File: src/rtl/adder_sequencer_8bit.sv
// adder_sequencer_8bit: wide add/subtract built from one shared 8-bit ripple
// adder. The adder is walked over the operands one byte per clock, least
// significant byte first, and the carry between bytes lives in a register.
// Valid/ready handshakes are used on both the request side and the result side.

// Shared 8-bit ripple-carry adder: eight chained full-adder cells.
module full_adder_8bit (
    input  logic [7:0] i_a,
    input  logic [7:0] i_b,
    input  logic       i_cin,
    output logic [7:0] o_sum,
    output logic       o_cout
);
    logic [8:0] w_c;

    assign w_c[0] = i_cin;

    genvar g;
    generate
        for (g = 0; g < 8; g++) begin : g_bit
            assign o_sum[g]  = i_a[g] ^ i_b[g] ^ w_c[g];
            assign w_c[g+1]  = (i_a[g] & i_b[g]) | (w_c[g] & (i_a[g] ^ i_b[g]));
        end
    endgenerate

    assign o_cout = w_c[8];
endmodule

module adder_sequencer_8bit #(
    parameter int BYTES = 4
) (
    input  logic               clk,
    input  logic               rst,
    input  logic               in_valid,
    output logic               in_ready,
    input  logic [8*BYTES-1:0] a,
    input  logic [8*BYTES-1:0] b,
    input  logic               sub,
    input  logic               carry_in,
    output logic               out_valid,
    input  logic               out_ready,
    output logic [8*BYTES-1:0] sum,
    output logic               carry_out,
    output logic               overflow
);
    localparam int W    = 8 * BYTES;
    localparam int IDXW = (BYTES > 1) ? $clog2(BYTES) : 1;
    localparam logic [IDXW-1:0] LAST_IDX = IDXW'(BYTES - 1);

    localparam logic [1:0] S_IDLE = 2'd0;
    localparam logic [1:0] S_RUN  = 2'd1;
    localparam logic [1:0] S_DONE = 2'd2;

    logic [1:0]      r_state;
    logic [IDXW-1:0] r_idx;
    logic            r_c;
    logic            r_sub;
    logic [W-1:0]    r_a;
    logic [W-1:0]    r_b;
    logic [W-1:0]    r_sum;

    logic [7:0]      w_fa_a;
    logic [7:0]      w_fa_b;
    logic [7:0]      w_fa_sum;
    logic            w_fa_cout;

    // Current operand byte; the subtrahend is inverted here and the +1 comes
    // from the carry register being preset to 1 on accept.
    assign w_fa_a = r_a[8*r_idx +: 8];
    assign w_fa_b = r_b[8*r_idx +: 8] ^ {8{r_sub}};

    full_adder_8bit u_fa (
        .i_a    (w_fa_a),
        .i_b    (w_fa_b),
        .i_cin  (r_c),
        .o_sum  (w_fa_sum),
        .o_cout (w_fa_cout)
    );

    // Sequencer: accept in IDLE, one byte per cycle in RUN, hold result in DONE.
    always_ff @(posedge clk or posedge rst) begin
        if (rst) begin
            r_state <= S_IDLE;
            r_idx   <= '0;
            r_c     <= 1'b0;
            r_sub   <= 1'b0;
            r_a     <= '0;
            r_b     <= '0;
            r_sum   <= '0;
        end else begin
            case (r_state)
                S_IDLE: begin
                    if (in_valid) begin
                        r_a     <= a;
                        r_b     <= b;
                        r_sub   <= sub;
                        r_c     <= sub ? 1'b1 : carry_in;
                        r_idx   <= '0;
                        r_state <= S_RUN;
                    end
                end
                S_RUN: begin
                    r_sum[8*r_idx +: 8] <= w_fa_sum;
                    r_c                 <= w_fa_cout;
                    if (r_idx == LAST_IDX) begin
                        r_state <= S_DONE;
                    end else begin
                        r_idx <= r_idx + 1'b1;
                    end
                end
                S_DONE: begin
                    if (out_ready) begin
                        r_state <= S_IDLE;
                    end
                end
                default: r_state <= S_IDLE;
            endcase
        end
    end

    // Outputs decode registered state only; no path from in_valid/out_ready.
    always_comb begin
        in_ready  = (r_state == S_IDLE);
        out_valid = (r_state == S_DONE);
        sum       = r_sum;
        carry_out = out_valid & r_c;
        overflow  = out_valid
                  & (r_a[W-1] == (r_b[W-1] ^ r_sub))
                  & (r_sum[W-1] != r_a[W-1]);
    end
endmodule

File: config.mk
export PLATFORM = sky130hd
export DESIGN_NAME = adder_sequencer_8bit
export DESIGN_NICKNAME = d
export VERILOG_FILES = /design/src/rtl/adder_sequencer_8bit.sv
export SDC_FILE = /design/constraint.sdc
export NUM_CORES = 1
export LEC_CHECK = 0
export CAP_MARGIN = 20
export CORE_MARGIN = 4
export CORE_UTILIZATION = 50
export CTS_CLUSTER_SIZE = 30
export DETAILED_ROUTE_END_ITERATION = 16
export PLACE_DENSITY = 0.81
export SKIP_LAST_GASP = 1
export SLEW_MARGIN = 5
export SYNTH_ARGS = -nofsm -noshare
export SYNTH_HDL_FRONTEND = slang
export SYNTH_SLANG_ARGS = --single-unit
File: constraint.sdc
create_clock -name clk -period 10.3 [get_ports clk]
set_clock_uncertainty 0.2 [all_clocks]
set_input_delay 2.575 -clock clk [delete_from_list [all_inputs] [get_ports clk]]
set_output_delay 2.575 -clock clk [all_outputs]
set_load 0.01 [all_outputs]
==> results.json, run 1 <==
{
  "hold_viol_final": 0,
  "htree_num_levels": 3,
  "synth_nets": 391,
  "synth.area.top_cells": "dfrtp_1 (54%), mux2_2 (16%), mux4_2 (7.7%)",
  "synth_seq_cells": 102,
  "min_path_type": "reg2reg",
  "nNetsFinal": 496,
  "place_inst": 512,
  "period_minus_slack_ps": 4730,
  "boundaryPins": 106,
  "post_cts_buffers": 0,
  "path_class": "reg2out",
  "postRouteWirelength_um": 9830,
  "path_cells": "xor2_1 > mux2i_1 > nor2_1 > clkdlybuf4s50_1",
  "r2r_start": "r_idx[0]",
  "holdPathStages": 2,
  "cp_slowest_cell": "dfrtp_1",
  "netlist.top_cell.by_area": "dfrtp_1",
  "route.met3.wl_um": 417,
  "grt_max_degree": 66,
  "wl_met2_um": 5040,
  "cp-end-kind": "primary output",
  "synth_area_per_cell_um2": 15.3,
  "wl_met1_um": 4260,
  "whs_endpoint": "sum[7]",
  "coreArea_um2": 9200,
  "hold_buffers": 0,
  "cts_tree": "yes",
  "slew_violations": 0,
  "clkTransAtPathRegs_ps": 90,
  "wl_per_cell_um": 18.6,
  "insertion_delay_ps": 350,
  "critPathMaxFanout": 10,
  "drtIter0Drc": 104,
  "status": "finished clean",
  "r2r-end": "sum[31]",
  "maxCapViolations": 0,
  "overflow": 0,
  "synth_edf_count": 0,
  "fin_setup_tns_ps": 0,
  "cts_made_buffers": 9,
  "rrSetupSlack_ps": 5660,
  "num_rows": 35,
  "worst_pin_slew_ps": 809,
  "p_leak_nw": 2.48,
  "setup_viol": 0,
  "dpl.hpwl_um": 7330,
  "start_kind": "flip-flop",
  "clk_path_buf_depth": 2,
  "fill_cells": 694,
  "detail-route-antenna-nets": 0,
  "firstDrtPassIters": 4,
  "die_h_um": 105,
  "die_x_um": 105,
  "synth_async_sr_flop_share_pct": 100,
  "finalNonFillerCells": 527,
  "cp.arrival_ps": 1950,
  "rsz0062_at_grt": "false",
  "ys_types": 38,
  "highest_layer": "met4",
  "synth_most_common_cell": "dfrtp_1",
  "finalCritPeriodShare_pct": 45.9,
  "syn_to_final_growth_pct": 27.1,
  "drc": 0,
  "antenna_found_initial": 0,
  "drive_gt1_share_pct": 26.4,
  "slew_headroom_pct": 46.1,
  "rr_worst_depth": 13,
  "initial_core_util_pct": 51.0,
  "synth_top_area_share_pct": 54.4,
  "yosysWarningCount": 0,
  "synth_common_cells": "dfrtp_1 (102), mux2_2 (65), a22o_1 (16), mux4_2 (16), o2bb2ai_1 (12)",
  "antenna_cells": 0,
  "cellPowerDensity_nw_per_um2": 351,
  "ys_seq_area_share_pct": 54.4,
  "port-buffer-count": 105,
  "first_global_vias": 3231,
  "vdd_drop_max_v": 0.000230,
  "place_congestion": 0.772,
  "syn-cell-area_um2": 4690,
  "grt_pass1_wl_um": 16100,
  "cts_root_buf": "clkbuf_8",
  "vias": 2939,
  "crit_buf_inv": 1,
  "grt_use_total_pct": 18.6,
  "min-delay-start": "sum[7]",
  "clkSinkCount": 102,
  "crit_family": "flip-flops",
  "syn_inst": 307,
  "via_per_inst": 5.58,
  "timing.hold.ws_ps": 281,
  "synth_flop_cell": "dfrtp_1",
  "required_ps": 7530,
  "clock.fmax_mhz": 212,
  "dieArea_um2": 11000,
  "slowest_delay_ps": 650,
  "cts_resized": 0
}
[worst max path at each step]
stage | cells past startpoint | end | slack, ps | start
after global placement | 13 | sum[31] | 5680 | r_idx[0]
final | 4 | overflow | 5570 | r_sub
after floorplan | 1 | r_a[0] | 4850 | rst
after CTS | 4 | overflow | 5540 | r_sub
after global routing | 4 | overflow | 5410 | r_sub
after detailed placement | 4 | r_b[5] | 5660 | in_valid
[metal layers]
layer  up-vias  GRT usage (%)
met5         -              0
met4         0           6.19
met3        11           3.46
met2        86           31.9
met1      1514           23.9
li1       1328              -
[power by group]
group | switching, W | internal (W) | leakage (nW)
clock | 0.000130 | 0.0000997 | 0.0845
combinational | 0.000590 | 0.000582 | 1.13
sequential | 0.000110 | 0.000581 | 1.27
[metrics by stage]
stage / setup slack (ps) / utilization [%] / power, W / instance area, um^2
finish: 5570 / 64.8 / 0.00209 / 5960
detailed placement: 5660 / 62.9 / 0.00188 / 5780
global placement: 5680 / 62.9 / 0.00183 / 5780
floorplan: 4850 / - / 0.00150 / 4690
global route: 5410 / 64.8 / 0.00224 / 5960
CTS: 5540 / 64.8 / 0.00211 / 5960
[cells in the final DEF (no fill, tap or decap), types with 8 or more instances in the layout]
master           count
a22o_1              16
clkbuf_8            11
clkdlybuf4s50_1    105
dfrtp_1            102
fa_1                 8
inv_1                9
mux2_2              65
mux4_2              16
nand2_1             10
o2bb2ai_1           12
[cell families after synthesis]
| group | share of synthesized area [%] |
|---|---|
| muxes | 23.5 |
| buffers and inverters | 3.55 |
| xor gates and xnor gates | 1.68 |
| AOI/OAI and AO/OA | 7.02 |
| adders and majority gates | 5.02 |
| DFF | 54.4 |
| and+or+nand+nor | 4.78 |
[sequential cells by signal, summed over array words and instances, names as in the netlist]
name	cells
r_c	1
r_b	32
r_state	2
r_sub	1
r_a	32
sum	32
r_idx	2
[final cells by class]
cell class | instances | area, um^2 | area share (%)
Timing Repair Buffer | 109 | 1080 | 18.1
Sequential cell | 102 | 2550 | 42.8
Tap cell | 111 | 139 | 2.33
Clock inverter | 3 | 20.0 | 0.336
Clock buffer | 12 | 155 | 2.60
Inverter | 10 | 40.0 | 0.672
Multi-Input combinational cell | 180 | 1970 | 33.1
[worst register-to-register path, delay by kind of cell (launching register included)]
| family | cells | cell delay (ps) |
|---|---|---|
| flops | 1 | 340 |
| buf+inv | 2 | 470 |
| compound gates | 1 | 180 |
| xor+xnor | 1 | 180 |
| mux | 1 | 580 |
| fa+ha+maj | 8 | 2610 |
Power figures use the tool's default switching activity.
==> run 2, diff against run 1 <==
clock period = 4.9 ns   (was 10.3 ns; I/O delays follow)
==> results.json, run 2 (same netlist as run 1, synthesis figures left out) <==
{
  "status": "finished clean",
  "vdd_drop_max_v": 0.000412,
  "antenna_found_initial": 0,
  "drive_gt1_share_pct": 27.2,
  "clk_path_buf_depth": 2,
  "die_h_um": 105,
  "wl_per_cell_um": 19.0,
  "period_minus_slack_ps": 4420,
  "slew_violations": 0,
  "clkSinkCount": 102,
  "antenna_cells": 0,
  "dpl.hpwl_um": 7530,
  "dieArea_um2": 11000,
  "path_class": "reg2reg",
  "post_cts_buffers": 0,
  "cellPowerDensity_nw_per_um2": 733,
  "die_x_um": 105,
  "grt_max_degree": 90,
  "hold_buffers": 0,
  "fin_setup_tns_ps": 0,
  "maxCapViolations": 0,
  "worst_pin_slew_ps": 806,
  "initial_core_util_pct": 51.0,
  "detail-route-antenna-nets": 0,
  "final_common_cell": "clkdlybuf4s50_1",
  "timing.hold.ws_ps": 281,
  "htree_num_levels": 3,
  "port-buffer-count": 105,
  "cts_resized": 0,
  "holdPathStages": 2,
  "num_rows": 35,
  "cts_root_buf": "clkbuf_8",
  "coreArea_um2": 9200,
  "start_kind": "flip-flop",
  "via_per_inst": 5.55,
  "grt_use_total_pct": 19.0,
  "nNetsFinal": 498,
  "postRouteWirelength_um": 10100,
  "place_congestion": 0.846,
  "layout_common_cells": "clkdlybuf4s50_1 (105), dfrtp_1 (102), mux2_2 (65)",
  "drtIter0Drc": 103,
  "rr_worst_depth": 12,
  "cp-end-kind": "flip-flop",
  "insertion_delay_ps": 360,
  "slew_headroom_pct": 46.3,
  "p_leak_nw": 2.52,
  "cts_made_buffers": 9,
  "clock.fmax_mhz": 226,
  "min_path_type": "reg2reg",
  "finalCritPeriodShare_pct": 90.2,
  "clkTransAtPathRegs_ps": 90,
  "critPathMaxFanout": 12,
  "setup_viol": 0,
  "drc": 0,
  "hold_viol_final": 0,
  "rsz0062_at_grt": "false",
  "required_ps": 4980,
  "syn_to_final_growth_pct": 28.6,
  "firstDrtPassIters": 4,
  "first_global_vias": 3171,
  "vias": 2942,
  "grt_pass1_wl_um": 16400,
  "boundaryPins": 106,
  "cp.arrival_ps": 4500,
  "cts_tree": "yes",
  "overflow": 0
}
==> run 2: changes by cell type in the layout (fill, tap and decap cells not counted), sizes merged <==
cell / before / now
buf: 4 / 6
clkbuf: 12 / 10
bufinv: 0 / 1
clkinv: 1 / 4
clkinvlp: 2 / 1
==> run 2: layout make-up <==
cell class / count / area, um^2
Clock buffer: 10 / 138
Clock inverter: 6 / 61.3
Fill cell: 657 / 3170
Inverter: 10 / 40.0
Multi-Input combinational cell: 180 / 1970
Sequential cell: 102 / 2550
Tap cell: 111 / 139
Timing Repair Buffer: 111 / 1130
==> run 2: critical path, stage by stage (launching register included) <==
cell and delay, ps:
dfrtp_1 420, buf_4 290, mux4_2 550, fa_1 420, fa_1 400, fa_1 390
fa_1 370, inv_1 80, fa_1 200, fa_1 200, fa_1 190, fa_1 480
o2bb2ai_1 160
==> run 2: final timing paths <==
check	slack, ps	from	end
min in group asynchronous	1000	rst	sum[16]
worst max-delay path	480	r_idx[0]	sum[31]
worst min register to register	280	sum[4]	sum[4]
max in group asynchronous	2610	rst	r_a[7]
worst min-delay path	280	sum[4]	sum[4]
worst max register to register	480	r_idx[0]	sum[31]
==> run 2: routing by layer <==
metal / GRT usage, % / wire, um
met3: 3.77 / 463
met2: 31.2 / 4930
met4: 7.40 / 238
met5: 0 / 0
met1: 25.0 / 4430
==> run 2: per-stage QoR <==
stage | area, um^2 | cells | setup slack (ps) | util (%) | total power, W
after floorplan | 4690 | 307 | 662 | - | 0.00316
after global placement | 5800 | 513 | 617 | 63.1 | 0.00381
after detailed placement | 5800 | 513 | 501 | 63.1 | 0.00392
after CTS | 6000 | 529 | 475 | 65.3 | 0.00446
after global routing | 6030 | 530 | 233 | 65.6 | 0.00474
final | 6030 | 530 | 478 | 65.6 | 0.00442
==> run 2: report_power, final <==
group / switching [W] / internal [W]
registers: 0.000251 / 0.00122
clock network: 0.000281 / 0.000248
logic: 0.00119 / 0.00123
total: 0.00172 / 0.00270
